==> src/rtl/riscv_fetch_pkg.sv <==
// Shared types and constants for the instruction fetch front end.
// Contents: NOP encoding, instruction size in bytes, and the {pc, instr}
// prefetch entry type.
package riscv_fetch_pkg;

    localparam logic [31:0] NOP_INSTR   = 32'h0000_0013;
    localparam logic [31:0] INSTR_BYTES = 32'd4;

    typedef struct packed {
        logic [31:0] pc;
        logic [31:0] instr;
    } fetch_entry_t;

endpackage

==> src/rtl/fetch_fifo.sv <==
// Prefetch FIFO of fetch_entry_t with synchronous flush.
// Ports: clk/rst; push/push_data write, pop advances head, flush empties;
//        head is the oldest entry, count/empty/full report occupancy.
// The caller must not push while full (unless popping) or pop while empty.
module fetch_fifo
    import riscv_fetch_pkg::*;
#(
    parameter int DEPTH = 4
) (
    input  logic                   clk,
    input  logic                   rst,
    input  logic                   push,
    input  fetch_entry_t           push_data,
    input  logic                   pop,
    input  logic                   flush,
    output fetch_entry_t           head,
    output logic [$clog2(DEPTH):0] count,
    output logic                   empty,
    output logic                   full
);

    localparam int AW = $clog2(DEPTH);

    fetch_entry_t mem [DEPTH];
    // Extra MSB distinguishes full from empty when the index bits match.
    logic [AW:0]  wr_ptr;
    logic [AW:0]  rd_ptr;

    assign count = wr_ptr - rd_ptr;
    assign empty = (wr_ptr == rd_ptr);
    assign full  = (wr_ptr[AW] != rd_ptr[AW]) && (wr_ptr[AW-1:0] == rd_ptr[AW-1:0]);
    assign head  = mem[rd_ptr[AW-1:0]];

    always_ff @(posedge clk or posedge rst) begin
        if (rst) begin
            wr_ptr <= '0;
            rd_ptr <= '0;
        end else if (flush) begin
            wr_ptr <= '0;
            rd_ptr <= '0;
        end else begin
            if (push) wr_ptr <= wr_ptr + 1'b1;
            if (pop)  rd_ptr <= rd_ptr + 1'b1;
        end
    end

    // Storage needs no reset: entries are only observed once written.
    always_ff @(posedge clk) begin
        if (push && !flush) mem[wr_ptr[AW-1:0]] <= push_data;
    end

endmodule

==> src/rtl/if_fetch_unit.sv <==
// Instruction fetch front end: issues word requests to imem, buffers the
// in-order responses in a prefetch FIFO and presents the head to decode.
// Ports: clk/rst (async, active-high); imem_req_* valid/ready request channel;
//        imem_rsp_* in-order response; redirect_valid/redirect_pc flush and
//        re-steer; id_stall holds the head; fetch_valid/fetch_pc/fetch_instr.
// Macro FETCH_PERF_EN adds saturating perf_stall_cycles/perf_dropped/perf_redirects.
module if_fetch_unit
    import riscv_fetch_pkg::*;
#(
    parameter logic [31:0] RESET_PC        = 32'h0000_0000,
    parameter int          FIFO_DEPTH      = 4,
    parameter int          MAX_OUTSTANDING = 2
) (
    input  logic        clk,
    input  logic        rst,
    output logic        imem_req_valid,
    input  logic        imem_req_ready,
    output logic [31:0] imem_req_addr,
    input  logic        imem_rsp_valid,
    input  logic [31:0] imem_rsp_data,
    input  logic        redirect_valid,
    input  logic [31:0] redirect_pc,
    input  logic        id_stall,
    output logic        fetch_valid,
    output logic [31:0] fetch_pc,
    output logic [31:0] fetch_instr
`ifdef FETCH_PERF_EN
    ,
    output logic [31:0] perf_stall_cycles,
    output logic [31:0] perf_dropped,
    output logic [31:0] perf_redirects
`endif
);

    localparam int OW = $clog2(MAX_OUTSTANDING + 1);
    localparam int CW = $clog2(FIFO_DEPTH) + 1;

    logic [31:0]   pc;
    logic [31:0]   rsp_pc;
    logic [OW-1:0] outstanding;
    logic [OW-1:0] drop_cnt;

    logic [CW-1:0] fifo_count;
    logic          fifo_empty;
    logic          fifo_full;
    fetch_entry_t  head;
    fetch_entry_t  push_entry;

    logic req_fire;
    logic rsp_fire;
    logic dropping;
    logic push;
    logic pop;

    // Credits cover both buffered and in-flight words, so every accepted
    // request already owns a FIFO slot when its response returns.
    assign imem_req_valid = !rst && !redirect_valid
                          && (32'(fifo_count) + 32'(outstanding) < FIFO_DEPTH)
                          && (32'(outstanding) < MAX_OUTSTANDING);
    assign imem_req_addr  = pc;

    assign req_fire = imem_req_valid && imem_req_ready;
    // A response with nothing outstanding is a protocol error; ignore it.
    assign rsp_fire = imem_rsp_valid && (outstanding != '0);
    // Responses arriving in a redirect cycle belong to the old stream.
    assign dropping = rsp_fire && (redirect_valid || (drop_cnt != '0));

    assign fetch_valid = !fifo_empty && !redirect_valid;
    assign pop         = fetch_valid && !id_stall;
    assign push        = rsp_fire && !dropping && (!fifo_full || pop);
    assign push_entry  = '{pc: rsp_pc, instr: imem_rsp_data};

    assign fetch_pc    = fetch_valid ? head.pc    : 32'h0;
    assign fetch_instr = fetch_valid ? head.instr : NOP_INSTR;

    fetch_fifo #(
        .DEPTH (FIFO_DEPTH)
    ) u_fifo (
        .clk       (clk),
        .rst       (rst),
        .push      (push),
        .push_data (push_entry),
        .pop       (pop),
        .flush     (redirect_valid),
        .head      (head),
        .count     (fifo_count),
        .empty     (fifo_empty),
        .full      (fifo_full)
    );

    always_ff @(posedge clk or posedge rst) begin
        if (rst) begin
            pc          <= RESET_PC;
            rsp_pc      <= RESET_PC;
            outstanding <= '0;
            drop_cnt    <= '0;
        end else begin
            outstanding <= outstanding + OW'(req_fire) - OW'(rsp_fire);
            if (redirect_valid) begin
                pc       <= redirect_pc;
                rsp_pc   <= redirect_pc;
                // Everything still in flight after this cycle is stale.
                drop_cnt <= outstanding - OW'(rsp_fire);
            end else begin
                if (req_fire) pc <= pc + INSTR_BYTES;
                if (push)     rsp_pc <= rsp_pc + INSTR_BYTES;
                if (rsp_fire && (drop_cnt != '0)) drop_cnt <= drop_cnt - 1'b1;
            end
        end
    end

`ifdef FETCH_PERF_EN
    always_ff @(posedge clk or posedge rst) begin
        if (rst) begin
            perf_stall_cycles <= '0;
            perf_dropped      <= '0;
            perf_redirects    <= '0;
        end else begin
            if (fetch_valid && id_stall && (perf_stall_cycles != '1))
                perf_stall_cycles <= perf_stall_cycles + 32'd1;
            if (dropping && (perf_dropped != '1))
                perf_dropped <= perf_dropped + 32'd1;
            if (redirect_valid && (perf_redirects != '1))
                perf_redirects <= perf_redirects + 32'd1;
        end
    end
`endif

endmodule
==> config.mk <==
export PLATFORM = sky130hd
export DESIGN_NAME = if_fetch_unit
export DESIGN_NICKNAME = d
export VERILOG_FILES = /design/src/rtl/riscv_fetch_pkg.sv /design/src/rtl/fetch_fifo.sv /design/src/rtl/if_fetch_unit.sv
export SDC_FILE = /design/constraint.sdc
export NUM_CORES = 1
export LEC_CHECK = 0
export ABC_AREA = 0
export CELL_PAD_IN_SITES_DETAIL_PLACEMENT = 1
export CELL_PAD_IN_SITES_GLOBAL_PLACEMENT = 1
export CORE_UTILIZATION = 50
export CTS_CLUSTER_SIZE = 12
export DETAILED_ROUTE_END_ITERATION = 8
export PLACE_DENSITY_LB_ADDON = 0.1
export SETUP_SLACK_MARGIN = 0.4
export SLEW_MARGIN = 25
export SYNTH_ARGS = -nofsm -noshare
export SYNTH_HDL_FRONTEND = slang
export SYNTH_SLANG_ARGS = --single-unit
==> constraint.sdc <==
create_clock -name clk -period 12.3 [get_ports clk]
set_input_delay 1.23 -clock clk [delete_from_list [all_inputs] [get_ports clk]]
set_output_delay 1.23 -clock clk [all_outputs]
set_load 0.01 [all_outputs]
==> results of run 1 <==
## routing by layer
layer  up-vias  share of wire [%]  track usage, %
met5         -                  0               0
met4         0                1.4            5.17
met3        27                4.9            3.32
met2       239                 48            36.8
met1      4140                 46            31.9
li1       3640                  -               -
## critical path, cell delays in order (launching register included)
cell and delay, ps:
dfrtp_4 720, buf_4 810, mux4_2 640, or2_2 300, clkdlybuf4s50_1 480
## area by class of cell
cell class                 instances  area [sq um]
inverter                          23          88.8
clock buffer                      46           990
fill                            2493         10100
tap                              372           465
timing repair buffer             178          1750
sequential                       330          9540
multi-input combinational        463          4170
clock inverter                    14           123
## worst paths after layout
path                                               from                            end  slack, ps  depth (start not counted)
setup / recovery           u_fifo.rd_ptr[0]$_DFFE_PP0P_                 fetch_instr[0]       7600                          4
hold / removal             imem_req_addr[1]$_DFFE_PP0P_   imem_req_addr[1]$_DFFE_PP0P_        520                          2
setup reg to reg           u_fifo.rd_ptr[0]$_DFFE_PP0P_       outstanding[1]$_DFF_PP0_       8770                         13
hold reg to reg            imem_req_addr[1]$_DFFE_PP0P_   imem_req_addr[1]$_DFFE_PP0P_        520                          2
max in group asynchronous                           rst   u_fifo.rd_ptr[0]$_DFFE_PP0P_      10050                          3
min in group asynchronous                           rst  imem_req_addr[14]$_DFFE_PP0P_       1080                          2
## cell usage in the layout, fill, tap and decap left out, types with 4 or more instances in the layout
cell type / n
mux2i_1: 4
nor4_1: 4
o21ai_0: 24
mux4_2: 64
buf_4: 11
clkinv_1: 6
dfrtp_1: 72
edfxtp_1: 256
nand2b_1: 5
a21boi_0: 8
nand4_1: 18
mux2_2: 16
nand2_1: 40
o211ai_1: 10
xnor2_1: 27
o311ai_0: 7
and3_1: 7
inv_1: 21
or3_1: 4
and4_1: 6
clkbuf_16: 37
nand3_1: 31
nor3_1: 19
clkbuf_1: 6
a21oi_1: 11
clkdlybuf4s50_1: 166
nor2_1: 18
xor2_1: 18
nor2b_1: 62
ha_1: 14
## cell families (layout without fill, tap and decap cells)
logic type               after synthesis  in the layout  share of synthesized area [%]
XOR/XNOR                              46             46                           2.99
buffers and inverters                 65            261                           1.94
adder cells (fa/ha/maj)               15             15                           1.40
AND/OR/NAND/NOR                      234            234                           9.51
multiplexers                          84             84                           11.9
flip-flops                           330            330                           68.3
AO/OA/AOI/OAI                         84             84                           3.94
## power by group
part	internal [mW]	total [mW]	switching, mW	leakage, nW
Combinational	0.360	0.660	0.299	1.97
Sequential	1.28	1.37	0.0812	3.19
Clock	0.608	1.02	0.411	0.543
## through the flow
stage	instance area, sq um	power [mW]
after global routing	17100	3.18
after CTS	17100	3.08
after floorplan	14000	1.78
final	17100	3.04
after global placement	16000	2.04
after detailed placement	16000	2.06
## flip-flops by register name (all words and copies together) (netlist names)
register	count
u_fifo.wr_ptr	3
imem_req_addr	32
u_fifo.mem	256
u_fifo.rd_ptr	3
outstanding	2
rsp_pc	32
drop_cnt	2
==> reports/metrics.yaml, run 1 <==
status: "finished clean"
nets: 1117
tns_ps: 0
cts_setup_buffers: 0
initial_core_util_pct: 51.4
hold-worst-slack_ps: 524
peakVddDrop_uv: 89.5
numCtsBuffers: 36
fmax_mhz: 213
die_x_um: 169
cts_tree: "yes"
cp.arrival_ps: 3470
p_leak_nw: 5.70
final.min_clock_period_ps: 4700
rsz0062_at_grt: "no"
synth_area_leaders: "edfxtp_1 (55%), dfrtp_1 (13%), mux4_2 (10%)"
grt_overflow: 0
worst_pin_slew_ps: 997
globalplace.congestion: 0.816
syn2layout_area_growth_pct: 22.7
remaining_drc_errors: 0
detail_route.first_pass.iterations: 4
worstSetupStartpointType: "flop"
clk_pin_slew_ps: 60
ys_types: 56
antenna_cells: 0
antenna_found_initial: 0
grt_pass1_wl_um: 48800
fin_ws_ps: 7600
slew-limit-headroom_pct: 33.5
setup.worst_path.class: "reg -> out"
ys_seq_area_share_pct: 68.3
grt_usage_pct: 22.4
synth_top_area_cell: "edfxtp_1"
post-route-period-util_pct: 38.2
io-pin-count: 168
synthTopCellsByCount: "edfxtp_1 (256), dfrtp_1 (74), mux4_2 (64)"
cts_buffer_depth: 3
drv_cap: 0
grt_pass1_vias: 8531
syn_area_sq_um: 14000
ys_ff_latch: 330
synthArstFlopShare_pct: 22.4
endpoint_kind: "primary output"
fin_skew_ps: 12.5
core_region_area_sq_um: 27200
drtAntennaViolNets: 0
instances_no_fill: 1426
die_h_um: 169
wirelength_um: 30700
final_util_pct: 63.0
hold_viol_final: 0
dieArea_sq_um: 28600
numPlacedInstances: 1366
synth_edf_count: 256
syn-num-nets: 943
synthCells: 858
clockRootBuffer: "clkbuf_16"
clock-sinks: 330
viasPerCell: 5.64
dp_hpwl_um: 18900
synthFlopType: "edfxtp_1"
clock_latency_ps: 510
htreeDepth: 2
place_ws_ps: 7710
wire_per_inst_um: 21.5
cts_hold_buffers: 0
avgSynthCellArea_sq_um: 16.3
final-setup-viol-count: 0
grt_max_degree: 68
layout-drive-gt1-share_pct: 15.2
final-max-slew-violation-count: 0
yosysTopAreaCellShare_pct: 55.1
yosysWarnings: 0
cts_resized: 0
vias: 8046
cp_max_fo: 46
drt_iter0_markers: 471
p_per_area_nw_per_um2: 178
crit_required_ps: 11070
synthMostInstantiatedCell: "edfxtp_1"
hp-class: "reg -> reg"
row_count: 60
io_buffer_count: 167
Power figures use the tool's default switching activity.
==> run 2, diff against run 1 <==
CORE_UTILIZATION = 43   (was 50)
clock period = 3.8 ns   (was 12.3 ns; I/O delays follow)
==> run 2 against run 1 <==
Global-route usage shrank 2.5 points. Clock power grew to 3.3 times the previous value. Worst hold slack lost 150 ps. Sequential share of layout area shrank 0.78 points. Via count grew 0.20%. Sequential power grew to 3.2 times the previous value. Sequential cell count is the same. Critical endpoint is now fetch_pc[24]. Largest cell class unchanged.
==> reports/metrics.yaml, run 2 (synthesis gave the netlist of run 1 again) <==
r2r_slack_ps: 690  # -8080 ps
final-max-slew-violation-count: 0  # unchanged
clock-sinks: 330  # unchanged
grt_max_degree: 68  # unchanged
p_leak_nw: 5.80  # +1.7%
wire_per_inst_um: 21.6  # +0.21%
cp.arrival_ps: 2860  # -610 ps
row_count: 65  # +8.3%
antenna_found_initial: 0  # unchanged
fillers: 3002  # +20%
fmax_mhz: 309
core_region_area_sq_um: 31700  # +17%
slew-limit-headroom_pct: 35.7  # +2.2 points
p_per_area_nw_per_um2: 573  # +220%
drv_cap: 0  # unchanged
final.min_clock_period_ps: 3240
cts_buffer_depth: 3  # unchanged
drt_iter0_markers: 472  # +0.21%
final_cell_mix: "edfxtp_1 (256), clkdlybuf4s50_1 (166), dfrtp_1 (72)"
instances_no_fill: 1471  # +3.2%
worstSetupStartpointType: "flop"
globalplace.congestion: 0.793  # -2.8%
numPlacedInstances: 1406  # +2.9%
viasPerCell: 5.48  # -2.9%
syn2layout_area_growth_pct: 24.4
slowest_delay_ps: 580  # -230 ps
grt_overflow: 0  # unchanged
crit_path_top_delay_cell: "clkdlybuf4s50_1"
crit_required_ps: 3420  # -7650 ps
htreeDepth: 2  # unchanged
io-pin-count: 168  # unchanged
antenna_cells: 0  # unchanged
hp-class: "in -> async"
setup.worst_path.class: "reg -> out"
cp_max_fo: 38  # -17%
post-route-period-util_pct: 85.2
initial_core_util_pct: 44.0  # -7.4 points
cts_setup_buffers: 0  # unchanged
cp_cell_sequence: "buf_4 -> buf_6 -> mux4_2 -> nor2b_1 -> clkdlybuf4s50_1"
dieArea_sq_um: 33200  # +16%
clk_pin_slew_ps: 60  # about the same
grt_usage_pct: 19.9  # -2.5 points
remaining_drc_errors: 0  # unchanged
drtAntennaViolNets: 0  # unchanged
cts_hold_buffers: 0  # unchanged
grt_pass1_vias: 8759  # +2.7%
hold_viol_final: 0  # unchanged
worst_pin_slew_ps: 961  # -36.4 ps
largest_reg_flops: 256  # unchanged
final_common_cell: "edfxtp_1"
tns_ps: 0  # unchanged
wirelength_um: 31800  # +3.4%
dp_hpwl_um: 20500  # +8.7%
layout-drive-gt1-share_pct: 16.3  # +1.1 points
clockRootBuffer: "clkbuf_16"
grt_pass1_wl_um: 51000  # +4.6%
hold-worst-slack_ps: 373  # -151 ps
numCtsBuffers: 37  # +2.8%
final-setup-viol-count: 0  # unchanged
io_buffer_count: 167  # unchanged
cts_tree: "yes"
peakVddDrop_uv: 344  # +280%
rsz0062_at_grt: "no"
die_x_um: 182  # +7.7%
die_h_um: 182  # +7.7%
nets: 1128  # +0.98%
clock_latency_ps: 510  # about the same
vias: 8062  # +0.20%
endpoint_kind: "primary output"
status: "finished clean"
fin_skew_ps: 22.2  # +9.65 ps
detail_route.first_pass.iterations: 6  # +2
run 2: timing repair:
item | in CTS | in global routing
endpoints found under the setup margin | 3 | 1
gates resized for setup | 1 | 1
pin swaps | 0 | 0
run 2: worst paths after layout:
kind	startpoint	cells after the start	to
max reg2reg	u_fifo.wr_ptr[0]$_DFFE_PP0N_	10	imem_req_addr[24]$_DFFE_PP0P_
min in group clk	redirect_valid	3	u_fifo.wr_ptr[0]$_DFFE_PP0N_
min reg2reg	imem_req_addr[1]$_DFFE_PP0P_	2	imem_req_addr[1]$_DFFE_PP0P_
min	rst	2	u_fifo.rd_ptr[0]$_DFFE_PP0P_
max	u_fifo.rd_ptr[1]$_DFFE_PP0P_	5	fetch_pc[24]
max in group asynchronous	rst	3	rsp_pc[14]$_DFFE_PP0N_
run 2: layer usage:
layer	up-vias	GRT usage (%)	part of all wire, %
li1	3679	-	-
met1	4116	28.8	47
met2	229	32.2	47
met3	38	2.89	4.7
met4	0	4.40	1.4
met5	-	0	0
run 2: layout make-up:
cell class / count / area [sq um] / share of cell area (%)
Clock buffer: 51 / 1030 / 5.94
Clock inverter: 14 / 96.3 / 0.555
Tap cell: 402 / 503 / 2.90
Sequential cell: 330 / 9540 / 55.0
Inverter: 23 / 88.8 / 0.511
Multi-Input combinational cell: 463 / 4190 / 24.1
Timing Repair Buffer: 188 / 1920 / 11.0
run 2: critical path, delay by kind of cell, from the launching register on:
family,cells,cell delay [ps]
buffers and inverters,3,1440
DFF,1,350
muxes,1,260
and+or+nand+nor,1,230
run 2: stage by stage:
step                      total power [mW]  setup slack (ps)  area, sq um  util, %
after floorplan                       5.76               404        14000        -
after global placement                6.70               809        16200     51.2
after detailed placement              6.74               686        16200     51.2
after CTS                             10.1               486        17400     54.7
after global routing                  10.4               449        17400     54.8
final                                 9.96               564        17400     54.8
run 2: power by group:
part	switching, mW	internal [mW]
clock	1.38	1.96
combinational	1.05	1.21
sequential	0.208	4.15
total	2.63	7.33
